<file path="src/rtl/iob_axil2iob_nsplit_pkg.sv">
// Shared definitions for the AXI4-Lite to split IOb bridge:
// FSM encoding, AXI response codes and select-width helper.
package iob_axil2iob_nsplit_pkg;

   localparam logic [2:0] ST_IDLE    = 3'd0;
   localparam logic [2:0] ST_WR_REQ  = 3'd1;
   localparam logic [2:0] ST_WR_RESP = 3'd2;
   localparam logic [2:0] ST_RD_REQ  = 3'd3;
   localparam logic [2:0] ST_RD_WAIT = 3'd4;
   localparam logic [2:0] ST_RD_RESP = 3'd5;

   localparam logic [1:0] RESP_OKAY   = 2'b00;
   localparam logic [1:0] RESP_SLVERR = 2'b10;
   localparam logic [1:0] RESP_DECERR = 2'b11;

   function automatic int sel_w(input int n);
      int c;
      c = $clog2(n);
      return (c < 1) ? 1 : c;
   endfunction

endpackage

</file>
<file path="src/rtl/iob_axil2iob_nsplit_timeout.sv">
// Saturating timeout counter: cleared while idle, counts while
// enabled and flags expiry at the all-ones value.
module iob_timeout_cnt
   import iob_axil2iob_nsplit_pkg::*;
#(
   parameter int TIMEOUT_W = 8
) (
   input  logic clk_i,
   input  logic rst_n_i,
   input  logic cke_i,
   input  logic clr_i,
   input  logic en_i,
   output logic expired_o
);

   logic [TIMEOUT_W-1:0] cnt_q;
   logic [TIMEOUT_W-1:0] cnt_d;

   assign expired_o = &cnt_q;

   // next count: clear wins, then saturating increment
   always_comb begin
      cnt_d = cnt_q;
      if (clr_i) begin
         cnt_d = '0;
      end else if (en_i && !expired_o) begin
         cnt_d = cnt_q + 1'b1;
      end
   end

   // count register, reset independent of clock enable
   always_ff @(posedge clk_i) begin
      if (!rst_n_i) begin
         cnt_q <= '0;
      end else if (cke_i) begin
         cnt_q <= cnt_d;
      end
   end

endmodule

</file>
<file path="src/rtl/iob_axil2iob_nsplit.sv">
// AXI4-Lite slave to N-way IOb master bridge, one transaction
// in flight, round-robin write/read arbitration with timeout.
module iob_axil2iob_nsplit
   import iob_axil2iob_nsplit_pkg::*;
#(
   parameter int ADDR_W    = 32,
   parameter int DATA_W    = 32,
   parameter int N_SLAVES  = 4,
   parameter int P_SLAVES  = ADDR_W - 3,
   parameter int TIMEOUT_W = 8
) (
   input  logic                         clk_i,
   input  logic                         rst_n_i,
   input  logic                         cke_i,
   input  logic [ADDR_W-1:0]            axil_awaddr_i,
   input  logic [2:0]                   axil_awprot_i,
   input  logic                         axil_awvalid_i,
   output logic                         axil_awready_o,
   input  logic [DATA_W-1:0]            axil_wdata_i,
   input  logic [DATA_W/8-1:0]          axil_wstrb_i,
   input  logic                         axil_wvalid_i,
   output logic                         axil_wready_o,
   output logic [1:0]                   axil_bresp_o,
   output logic                         axil_bvalid_o,
   input  logic                         axil_bready_i,
   input  logic [ADDR_W-1:0]            axil_araddr_i,
   input  logic [2:0]                   axil_arprot_i,
   input  logic                         axil_arvalid_i,
   output logic                         axil_arready_o,
   output logic [DATA_W-1:0]            axil_rdata_o,
   output logic [1:0]                   axil_rresp_o,
   output logic                         axil_rvalid_o,
   input  logic                         axil_rready_i,
   output logic [N_SLAVES-1:0]          iob_avalid_o,
   output logic [ADDR_W-1:0]            iob_addr_o,
   output logic [DATA_W-1:0]            iob_wdata_o,
   output logic [DATA_W/8-1:0]          iob_wstrb_o,
   input  logic [N_SLAVES-1:0]          iob_ready_i,
   input  logic [N_SLAVES-1:0]          iob_rvalid_i,
   input  logic [N_SLAVES*DATA_W-1:0]   iob_rdata_i,
   output logic                         timeout_o
);

   localparam int SEL_W = sel_w(N_SLAVES);

   logic [2:0]            state_q, state_d;
   logic [ADDR_W-1:0]     addr_q, addr_d;
   logic [DATA_W-1:0]     wdata_q, wdata_d;
   logic [DATA_W/8-1:0]   wstrb_q, wstrb_d;
   logic [SEL_W-1:0]      sel_q, sel_d;
   logic [1:0]            resp_q, resp_d;
   logic [DATA_W-1:0]     rdata_q, rdata_d;
   logic                  prio_wr_q, prio_wr_d;

   logic [SEL_W-1:0]      aw_sel, ar_sel;
   logic                  aw_dec, ar_dec;
   logic [N_SLAVES-1:0]   sel_oh;
   logic [DATA_W-1:0]     rdata_sel;
   logic                  ready_sel, rvalid_sel;
   logic                  idle, req_st, cnt_en, expired;
   logic                  grant_wr, grant_rd;
   logic                  unused_prot;

   assign unused_prot = ^{axil_awprot_i, axil_arprot_i};

   assign aw_sel = axil_awaddr_i[P_SLAVES -: SEL_W];
   assign ar_sel = axil_araddr_i[P_SLAVES -: SEL_W];
   assign aw_dec = 32'(aw_sel) >= N_SLAVES;
   assign ar_dec = 32'(ar_sel) >= N_SLAVES;

   // one-hot decode of the registered select and read-data mux
   always_comb begin
      sel_oh    = '0;
      rdata_sel = '0;
      for (int k = 0; k < N_SLAVES; k++) begin
         sel_oh[k] = (32'(sel_q) == k);
         if (32'(sel_q) == k) begin
            rdata_sel = iob_rdata_i[k*DATA_W +: DATA_W];
         end
      end
   end

   assign ready_sel  = |(iob_ready_i & sel_oh);
   assign rvalid_sel = |(iob_rvalid_i & sel_oh);

   assign idle   = (state_q == ST_IDLE);
   assign req_st = (state_q == ST_WR_REQ) || (state_q == ST_RD_REQ);
   assign cnt_en = req_st || (state_q == ST_RD_WAIT);

   assign grant_wr = cke_i & idle & axil_awvalid_i & axil_wvalid_i
                   & (prio_wr_q | ~axil_arvalid_i);
   assign grant_rd = cke_i & idle & axil_arvalid_i & ~grant_wr;

   iob_timeout_cnt #(
      .TIMEOUT_W (TIMEOUT_W)
   ) u_tmo (
      .clk_i     (clk_i),
      .rst_n_i   (rst_n_i),
      .cke_i     (cke_i),
      .clr_i     (~cnt_en),
      .en_i      (cnt_en),
      .expired_o (expired)
   );

   // transaction FSM and captured request/response fields
   always_comb begin
      state_d   = state_q;
      addr_d    = addr_q;
      wdata_d   = wdata_q;
      wstrb_d   = wstrb_q;
      sel_d     = sel_q;
      resp_d    = resp_q;
      rdata_d   = rdata_q;
      prio_wr_d = prio_wr_q;
      unique case (state_q)
         ST_IDLE: begin
            if (grant_wr) begin
               addr_d    = axil_awaddr_i;
               wdata_d   = axil_wdata_i;
               wstrb_d   = axil_wstrb_i;
               sel_d     = aw_sel;
               prio_wr_d = 1'b0;
               resp_d    = aw_dec ? RESP_DECERR : RESP_OKAY;
               state_d   = aw_dec ? ST_WR_RESP : ST_WR_REQ;
            end else if (grant_rd) begin
               addr_d    = axil_araddr_i;
               wstrb_d   = '0;
               sel_d     = ar_sel;
               prio_wr_d = 1'b1;
               rdata_d   = '0;
               resp_d    = ar_dec ? RESP_DECERR : RESP_OKAY;
               state_d   = ar_dec ? ST_RD_RESP : ST_RD_REQ;
            end
         end
         ST_WR_REQ: begin
            if (expired) begin
               resp_d  = RESP_SLVERR;
               state_d = ST_WR_RESP;
            end else if (ready_sel) begin
               resp_d  = RESP_OKAY;
               state_d = ST_WR_RESP;
            end
         end
         ST_RD_REQ: begin
            if (expired) begin
               resp_d  = RESP_SLVERR;
               rdata_d = '0;
               state_d = ST_RD_RESP;
            end else if (ready_sel) begin
               state_d = ST_RD_WAIT;
            end
         end
         ST_RD_WAIT: begin
            if (expired) begin
               resp_d  = RESP_SLVERR;
               rdata_d = '0;
               state_d = ST_RD_RESP;
            end else if (rvalid_sel) begin
               resp_d  = RESP_OKAY;
               rdata_d = rdata_sel;
               state_d = ST_RD_RESP;
            end
         end
         ST_WR_RESP: begin
            if (axil_bready_i) state_d = ST_IDLE;
         end
         ST_RD_RESP: begin
            if (axil_rready_i) state_d = ST_IDLE;
         end
         default: state_d = ST_IDLE;
      endcase
   end

   // state registers, reset independent of clock enable
   always_ff @(posedge clk_i) begin
      if (!rst_n_i) begin
         state_q   <= ST_IDLE;
         addr_q    <= '0;
         wdata_q   <= '0;
         wstrb_q   <= '0;
         sel_q     <= '0;
         resp_q    <= RESP_OKAY;
         rdata_q   <= '0;
         prio_wr_q <= 1'b1;
      end else if (cke_i) begin
         state_q   <= state_d;
         addr_q    <= addr_d;
         wdata_q   <= wdata_d;
         wstrb_q   <= wstrb_d;
         sel_q     <= sel_d;
         resp_q    <= resp_d;
         rdata_q   <= rdata_d;
         prio_wr_q <= prio_wr_d;
      end
   end

   assign axil_awready_o = grant_wr;
   assign axil_wready_o  = grant_wr;
   assign axil_arready_o = grant_rd;
   assign axil_bvalid_o  = (state_q == ST_WR_RESP);
   assign axil_bresp_o   = (state_q == ST_WR_RESP) ? resp_q : RESP_OKAY;
   assign axil_rvalid_o  = (state_q == ST_RD_RESP);
   assign axil_rresp_o   = (state_q == ST_RD_RESP) ? resp_q : RESP_OKAY;
   assign axil_rdata_o   = rdata_q;

   assign iob_avalid_o = (req_st && !expired) ? sel_oh : '0;
   assign iob_addr_o   = addr_q;
   assign iob_wdata_o  = wdata_q;
   assign iob_wstrb_o  = wstrb_q;
   assign timeout_o    = cnt_en & expired & cke_i;

endmodule

</file>
<file path="config.mk">
export PLATFORM = sky130hd
export DESIGN_NAME = iob_axil2iob_nsplit
export DESIGN_NICKNAME = d
export VERILOG_FILES = /design/src/rtl/iob_axil2iob_nsplit_pkg.sv /design/src/rtl/iob_axil2iob_nsplit_timeout.sv /design/src/rtl/iob_axil2iob_nsplit.sv
export SDC_FILE = /design/constraint.sdc
export NUM_CORES = 1
export LEC_CHECK = 0
export BUFFER_PORTS_ARGS = -buffer_cell sky130_fd_sc_hd__buf_4
export CAP_MARGIN = 10
export CORE_AREA = 2 2 141 143
export CTS_CLUSTER_DIAMETER = 150
export CTS_CLUSTER_SIZE = 25
export DETAILED_ROUTE_END_ITERATION = 8
export DIE_AREA = 0 0 143 145
export PLACE_DENSITY = 0.66
export SYNTH_ARGS = -nofsm -noshare
export SYNTH_HDL_FRONTEND = slang
export SYNTH_SLANG_ARGS = --single-unit
</file>
<file path="constraint.sdc">
create_clock -name clk_i -period 3.2 [get_ports clk_i]
set_input_delay 0.64 -clock clk_i [delete_from_list [all_inputs] [get_ports clk_i]]
set_output_delay 0.64 -clock clk_i [all_outputs]
set_load 0.01 [all_outputs]
</file>
[Word level (Yosys, flattened, before mapping)]
Cells that the tools add are included.
Storage, ports and cells
  register bits after elaboration: 116
  output and inout bits: 114
Operators by class
  $add $sub $neg: 1
  equality and inequality tests: 18
  muxes and demuxes: 42
  bitwise gates (word level): 13
  reduce and logical (&&, ||, !) cells: 19
Operators by type and width (count)
  32-bit two-way mux: 11
  32-bit one-hot mux with 3 select lines: 1
  3-bit two-way mux: 10
  2-bit two-way mux: 11
  3-bit one-hot mux with 6 select lines: 1
  8-bit two-way mux: 2
  4-bit two-way mux: 3
  6-bit AND reduction: 2
  3-bit inequality test, second input constant: 3
  8-bit by 1-bit adder with 8-bit output, second input constant: 1
  1-bit AND: 8
  4-bit AND: 2
  2-bit one-hot mux with 4 select lines: 1
  8-bit AND reduction: 1
  4-bit OR reduction: 2
  7-bit AND reduction: 1
  3-bit by 2-bit equality test with 1-bit output, second input constant: 2
  3-bit equality test, second input constant: 2
  2-bit by 1-bit inequality test with 1-bit output, second input constant: 3
  2-bit inequality test, second input constant: 3
  3-bit AND reduction: 2
  2-bit equality test, second input constant: 2
  4-bit nonzero test: 1
  3-bit by 1-bit equality test with 1-bit output, second input constant: 1
  other kinds (13): 17

[Depth between registers and ports, before layout]
Gate-level depths: netlist of the first run.
  depth after elaboration: 10
  gate-level depth with buffers: 7

[By module]
From an unflattened synthesis of the first run, not the netlist that was laid out.
Second synthesis, totals
  cell total of the unflattened synthesis: 644
  area total of the unflattened synthesis: 5694.2 um^2
Modules (own cells, without submodules)
  iob_axil2iob_nsplit: times used 1, cells an instance 583, area an instance 5181.2 um^2, sequential area each 2102.0 um^2
  iob_timeout_cnt: times used 1, cells an instance 61, area an instance 513.0 um^2, sequential area each 160.2 um^2

[Worst setup path after synthesis of the first run]
No wires, ideal clock.
  kind: in2out
  from: input axil_wvalid_i
  to: output axil_wready_o
  arrival time: 1.641 ns
  data required time: 2.560 ns
  setup slack: 0.919 ns
  cell stages on the path: 5
  path through: and2_1 nand4_1 inv_2 buf_1 buf_4
Between the ends
  longest elaborated chain between the ends: 2
RTL lines
  from (decl): line iob_axil2iob_nsplit.sv:21  | input logic axil_wvalid_i,
  1-bit AND: line iob_axil2iob_nsplit.sv:90  | assign grant_wr = cke_i & idle & axil_awvalid_i & axil_wvalid_i
  1-bit AND: line iob_axil2iob_nsplit.sv:91  | & (prio_wr_q | ~axil_arvalid_i);
  to (decl): line iob_axil2iob_nsplit.sv:22  | output logic axil_wready_o,
Every way passes these cells.

[Worst setup path in the final report of the first run]
  from: register state_q[2]
  to: output timeout_o
Between the ends
  longest elaborated chain between the ends: 5
  elaborated cells between the ends (all ways): 7
  classes of those cells: 3 x eq/ne; 2 x bitwise; 2 x reduce/logical
RTL lines
  from (decl): line iob_axil2iob_nsplit.sv:46  | logic [2:0] state_q, state_d;
  from (signal assigned): line iob_axil2iob_nsplit.sv:186  | state_q <= state_d;
  3-bit by 1-bit equality test with 1-bit output / 3-bit by 2-bit equality test with 1-bit output (equally long branches): line iob_axil2iob_nsplit.sv:87  | assign req_st = (state_q == ST_WR_REQ) || (state_q == ST_RD_REQ);
  1-bit logical OR: line iob_axil2iob_nsplit.sv:87
  1-bit logical OR (*): line iob_axil2iob_nsplit.sv:88  | assign cnt_en = req_st || (state_q == ST_RD_WAIT);
  1-bit AND (*) (2 in series): line iob_axil2iob_nsplit.sv:210  | assign timeout_o = cnt_en & expired & cke_i;
  to (decl): line iob_axil2iob_nsplit.sv:41  | output logic timeout_o
Mark *: on every way between the ends. The rest lies on a longest branch, timed or not.

==> summary.txt, run 1 <==
Logic synthesis
  – Synth async-reset ratio: 0
  – Adder-cell share of the synthesized area: 0.00223
  – Post-Syn Area per Cell: 8.83 um^2
  – Compound-cell area share of the yosys netlist: 0.129
  – Combinational family with the most area after synthesis: simple AND/OR/NAND/NOR gates
  – Ys Warns: 0
  – Synthesized instance count: 636
  – Yosys top cell by area: dfxtp_1
  – Register area share after synthesis: 0.403
  – Synth area leaders: dfxtp_1, nand2_1, mux4_2
  – Main flop type after synthesis: dfxtp_1
  – Post-synthesis mux area share: 0.201
  – EDFF count, synth: 0
  – Cell Area, Synth: 5610 um^2
  – Post-synth cell types: 48
  – Xor/xnor share of the synthesized area: 0.00156
  – Leading cell type by number of instances after synthesis: nand2_1
  – Synth Area in Simple Gates: 0.213
  – Most frequent cells after synthesis: nand2_1, dfxtp_1, a21oi_1
  – Synth top area share: 0.403
  – Yosys reg bits: 113

Clock tree
  – Num CTS Buffers: 17
  – CTS Hold Bufs: 0
  – CTS tree: built
  – H-tree Lvls: 4
  – Num Clock Sinks: 113
  – Post-CTS sizing: 0
  – Root Buffer: clkbuf_16
  – Clock tree buffer depth: 2
  – Clock transition at path regs: 0.05 ns
  – Clk_lat worst skew: 0.41 ns
  – Post-CTS Setup Inserts: 0

GRT
  – First-pass GRT wire length: 31,000 um
  – Largest net degree at the start of global routing: 82
  – Vias in the first global route: 5,889
  – All-Layer GR Usage: 0.188
  – GRT overflow: 0
  – Initial antenna violation count: 0

Die
  – Die footprint: 20,700 um^2
  – Total core area: 19,200 um^2
  – Cell row count: 51
  – Initial cell density of the core: 0.292
  – Die X: 143 um
  – IO Count: 364
  – Die Y: 145 um

Hold path
  – HP Class: flip-flop to flip-flop

Layout
  – Nets: 1,221
  – Fraction of final layout cells with drive strength greater than 1: 0.452
  – Multi-input logic area: 3080 um^2
  – Final Util: 0.476
  – ANT cells: 0
  – Reg area: 2260 um^2
  – # fillers: 1,888
  – Area grow syn2layout: 62.8%
  – Layout Cells excl Fill: 1,248

Worst setup path
  – Startpoint Class: flip-flop
  – Worst EP arrival: 2.11 ns
  – CP Class: flip-flop to output port
  – Critical Path End Type: output port
  – Critical Path RT: 2.56 ns
  – Crit path max fanout: 10

Timing
  – Tcrit/Tclk final: 0.860
  – Final WS setup: 0.448 ns
  – Max-slew violations: 0
  – Final Hold Vio Count: 0
  – Slew @ Worst Pin: 0.936 ns
  – Fmax: 363 MHz
  – RSZ-0062 raised after global routing: no
  – Period minus WS final: 2.75 ns
  – Max_slew headroom: 0.376
  – Final setup fails: 0
  – Setup TNS: 0 ns
  – Clock skew: 0.00804 ns
  – Worst hold margin: 0.452 ns

Place
  – Port Buffer Count: 355
  – Placed Instances: 1,216
  – DP Worst Slack: 0.868 ns
  – DP Wirelength: 14,800 um
  – Routability cong.: 0.851

Job
  – Max cap viols: 0

Routing
  – First DRT Iteration DRCs: 265
  – DRC: 0
  – Drt pass-1 iters: 4
  – Routed len/inst: 15.8 um
  – WL final: 19,800 um
  – Vias after detailed routing: 5,983
  – Post-route ant nets: 0
  – Number of vias per cell: 4.79

Pwr
  – Lkg Pwr: 4.03 nW
  – Pwr dens: 561 nW/um^2
  – Worst vdd ir: 0.000290 V

Run status
  – Outcome: finished, final reports clean
-- layout by cell type (no fill, tap or decap), types with 3 or more instances in the layout --
master,netlist,layout
mux4_2,34,34
clkbuf_16,0,17
nor2_1,37,36
inv_1,5,5
a311oi_1,33,33
nor3_1,3,3
nand2_1,208,208
clkbuf_8,0,3
clkinv_4,0,3
or4_1,3,3
o21ai_0,6,6
a21oi_1,42,42
mux2i_1,36,36
buf_4,5,366
nand3_1,10,10
nand2b_1,4,4
bufinv_16,0,4
o31ai_1,3,3
nand3b_1,3,3
dfxtp_1,113,111
and2_1,4,4
-- path summary, 6_finish.rpt --
path,startpoint,slack [ns],cells past startpoint,endpoint
max,state_q[2]$_SDFFE_PN0P_,0.45,4,timeout_o
min,iob_wdata_o[31]$_SDFFE_PN0P_,0.45,2,iob_wdata_o[31]$_SDFFE_PN0P_
max reg2reg,state_q[2]$_SDFFE_PN0P_,0.95,4,resp_q[1]$_SDFFE_PN0P_
min reg2reg,iob_wdata_o[31]$_SDFFE_PN0P_,0.45,2,iob_wdata_o[31]$_SDFFE_PN0P_
-- metal layers --
layer	part of all wire	global-route usage	vias up	wire length (um)
li1	-	-	2912	-
met1	0.41	0.226	2828	8100
met2	0.50	0.320	202	9990
met3	0.056	0.0492	41	1110
met4	0.029	0.0723	0	582
met5	0	0	-	0
-- state kept, by name (all words and copies together) (netlist names) --
signal,count
axil_rdata_o,32
iob_addr_o,32
iob_wdata_o,32
u_tmo.cnt_q,8
iob_wstrb_o,4
state_q,3
prio_wr_q,1
resp_q,1
-- per-stage QoR --
step                area [um^2]  power, mW
finish                     9140       5.12
global route               9140       5.37
CTS                        9140       5.18
detailed placement         8490       3.09
global placement           8490       3.08
floorplan                  5620       2.48
-- cell type report --
type | count | share of cell area
Sequential cell | 113 | 0.248
Clock inverter | 12 | 0.0197
Tap cell | 265 | 0.0363
Inverter | 7 | 0.00287
Clock buffer | 20 | 0.0511
Multi-Input combinational cell | 463 | 0.337
Timing Repair Buffer | 368 | 0.305
-- critical path, stage by stage (launching register included) --
cell     delay, ns
dfxtp_1       0.49
or3b_1        0.55
and2_1        0.27
nor3_1        0.23
buf_4         0.18
-- power by group --
part           leakage (nW)  switching [mW]  total, mW  internal (mW)
clock network         0.313           0.691       2.06           1.37
registers             0.918           0.102       1.64           1.54
logic                  2.80           0.686       1.42          0.737
total                  4.03            1.48       5.12           3.64
-- logic make-up (layout without fill, tap and decap cells) --
logic type	Yosys count	count (layout)
AO/OA/AOI/OAI	101	101
multiplexers	70	70
flip-flops	113	113
AND/OR/NAND/NOR	288	288
buffers and inverters	61	407
other	1	2
adder cells (fa/ha/maj)	1	1
XOR/XNOR	1	1
No activity file was read; power rests on OpenSTA's default activity.
==> run 2, diff against run 1 <==
--- a/config.mk
+++ b/config.mk
@@ -5,13 +5,14 @@
 export SDC_FILE = /design/constraint.sdc
 export NUM_CORES = 1
 export LEC_CHECK = 0
+export ABC_AREA = 1
 export BUFFER_PORTS_ARGS = -buffer_cell sky130_fd_sc_hd__buf_4
 export CAP_MARGIN = 10
-export CORE_AREA = 2 2 141 143
+export CORE_AREA = 2 2 143 145
 export CTS_CLUSTER_DIAMETER = 150
 export CTS_CLUSTER_SIZE = 25
 export DETAILED_ROUTE_END_ITERATION = 8
-export DIE_AREA = 0 0 143 145
+export DIE_AREA = 0 0 145 147
 export PLACE_DENSITY = 0.66
 export SYNTH_ARGS = -nofsm -noshare
 export SYNTH_HDL_FRONTEND = slang
==> run 2 against run 1 <==
Against the previous run: first-iteration DRC count is 15% lower; cell area is 0.70% higher; worst setup slack worse by 0.0086 ns; worst hold slack worse by 0.0018 ns; sequential share of layout area is 0.20 points lower; fmax is 0.31% lower; utilization is 1.2 points lower; critical endpoint is now iob_avalid_o[2]; via count is 16% higher; highest routed layer unchanged; synthesized cell count is 38% higher; combinational power is 8% lower; die area is 2.8% higher; cell count is 19% higher.
==> summary.txt, run 2 <==
Run status
  – Outcome: finished, final reports clean

Logic synthesis
  – Post-synth cell types: 35
  – Synthesized instance count: 878
  – Synth area leaders: dfxtp_1, nor2_1, nand2_1
  – Leading cell type by number of instances after synthesis: nor2_1
  – EDFF count, synth: 0
  – Most frequent cells after synthesis: nor2_1, nand2_1, dfxtp_1
  – Ys Warns: 0
  – Register area share after synthesis: 0.393
  – Yosys top cell by area: dfxtp_1
  – Yosys reg bits: 113
  – Cell Area, Synth: 5760 um^2
  – Main flop type after synthesis: dfxtp_1
  – Synth top area share: 0.393
  – Synth async-reset ratio: 0
  – Post-Syn Area per Cell: 6.56 um^2

GRT
  – Largest net degree at the start of global routing: 65
  – First-pass GRT wire length: 33,500 um
  – All-Layer GR Usage: 0.193
  – Vias in the first global route: 6,685
  – Initial antenna violation count: 0
  – GRT overflow: 0

Pwr
  – Sw frac: 0.293
  – Lkg Pwr: 4.47 nW
  – Comb power frac: 0.251
  – Pwr Total: 5.22 mW
  – Clock Power Share: 0.425
  – Pwr dens: 567 nW/um^2
  – Sw power: 1.53 mW
  – Worst vdd ir: 0.000335 V
  – Pint: 3.69 mW
  – Flop pwr share: 0.323

Routing
  – Drt pass-1 iters: 4
  – Routed len/inst: 14.4 um
  – WL final: 21,400 um
  – DRC: 0
  – Vias after detailed routing: 6,915
  – Number of vias per cell: 4.64
  – Post-route ant nets: 0
  – First DRT Iteration DRCs: 226

Timing
  – Final Hold Vio Count: 0
  – Max_slew headroom: 0.541
  – RSZ-0062 raised after global routing: no
  – Fmax: 362 MHz
  – Tcrit/Tclk final: 0.863
  – Slew @ Worst Pin: 0.688 ns
  – Final setup fails: 0
  – Setup TNS: 0 ns
  – Period minus WS final: 2.76 ns
  – Max-slew violations: 0
  – Clock skew: 0.0109 ns

Layout
  – Most frequent cells in the layout: buf_4, nor2_1, nand2_1
  – Fraction of final layout cells with drive strength greater than 1: 0.346
  – ANT cells: 0
  – Area grow syn2layout: 59.7%
  – Commonest non-fill, non-tap cell in the layout: buf_4
  – Layout Cells excl Fill: 1,489
  – Nets: 1,457

Place
  – Routability cong.: 0.853
  – Placed Instances: 1,457
  – DP Wirelength: 15,700 um
  – Port Buffer Count: 355

Worst setup path
  – Critical Path RT: 2.56 ns
  – Worst EP arrival: 2.12 ns
  – R2r startpoint: iob_addr_o[28]$_SDFFE_PN0P_
  – R2R depth: 8
  – CP bufs+invs: 3
  – Critical path's top delay family: buffers and inverters
  – Critical Path End Type: output port
  – Startpoint Class: flip-flop
  – CP Class: flip-flop to output port
  – Reg2Reg Setup Slack: 0.81 ns
  – Worst stage delay on the critical path: 0.65 ns
  – CP max-delay cell: dfxtp_1
  – Critical-path cell list: inv_1, nor2_1, inv_1, nor2_1, buf_4
  – R2r endpoint: axil_rdata_o[1]$_SDFFE_PN0P_
  – Crit path max fanout: 15

Hold path
  – Hold_sp: axil_wdata_i[19]
  – Hold Crit Depth: 3
  – Hold EP: iob_wdata_o[19]$_SDFFE_PN0P_
  – HP Class: input port to flip-flop

Clock tree
  – CTS tree: built
  – H-tree Lvls: 4
  – Num CTS Buffers: 17
  – Clk_lat worst skew: 0.41 ns
  – Root Buffer: clkbuf_16
  – Clock tree buffer depth: 2
  – Post-CTS sizing: 0
  – Clock transition at path regs: 0.06 ns
  – Num Clock Sinks: 113
  – CTS Hold Bufs: 0
  – Post-CTS Setup Inserts: 0

Die
  – Die footprint: 21,300 um^2
  – Die Y: 147 um
  – Total core area: 19,800 um^2
  – IO Count: 364
  – Die X: 145 um
  – Initial cell density of the core: 0.290
  – Cell row count: 52

Job
  – Max cap viols: 0
==> run 2: stage by stage <==
step	hold WS, ns	area [um^2]	utilization	setup WS [ns]
final	0.450	9200	0.464	0.439
after global routing	0.442	9200	0.464	0.283
after CTS	0.437	9200	0.464	0.393
after detailed placement	0.452	8510	0.429	0.709
after global placement	0.445	8510	0.429	0.758
after floorplan	0.433	5770	-	1.18
==> run 2: how the worst max path moves through the flow <==
stage                     slack (ns)                           to  depth (start not counted)                   startpoint
after detailed placement        0.71  iob_addr_o[23]$_SDFFE_PN0P_                         10               axil_arvalid_i
final                           0.44              iob_avalid_o[2]                          5  iob_addr_o[29]$_SDFFE_PN0P_
after global placement          0.76  iob_addr_o[29]$_SDFFE_PN0P_                         10               axil_arvalid_i
after CTS                       0.39              iob_avalid_o[2]                          5  iob_addr_o[29]$_SDFFE_PN0P_
after global routing            0.28              iob_avalid_o[2]                          5  iob_addr_o[29]$_SDFFE_PN0P_
after floorplan                 1.18                axil_wready_o                          6                axil_wvalid_i
==> run 2: routing by layer <==
metal  part of all wire  vias up  GRT usage
met4              0.024        0     0.0673
met3              0.083       31     0.0677
met5                  0        -          0
met1               0.41     3065      0.223
li1                   -     3526          -
met2               0.48      293      0.333
==> run 2: worst min-delay path, stage by stage <==
cell,delay [ns]
buf_4,0.08
nor2_1,0.03
nor2_1,0.08
==> run 2: cells by family after synthesis <==
| kind of cell | count (synthesis) | synth area share |
|---|---|---|
| compound gates | 202 | 0.191 |
| simple gates | 455 | 0.323 |
| buf+inv | 106 | 0.0910 |
| other cells | 1 | 0.000651 |
| flops | 113 | 0.393 |
| fa+ha+maj | 1 | 0.00217 |
==> run 2: power by group through the flow <==
stage | combinational [mW] | clock, mW | sequential [mW]
floorplan | 0.634 | 0 | 1.77
global placement | 1.31 | 0 | 1.71
detailed placement | 1.32 | 0 | 1.71
CTS | 1.33 | 2.28 | 1.69
global route | 1.46 | 2.34 | 1.71
finish | 1.31 | 2.22 | 1.69
==> run 2: layout make-up <==
class	count	area (um^2)
multi-input combinational	660	2980
sequential	113	2260
fill	2072	10600
clock inverter	14	250
tap	270	338
timing repair buffer	367	2760
inverter	47	179
clock buffer	18	439
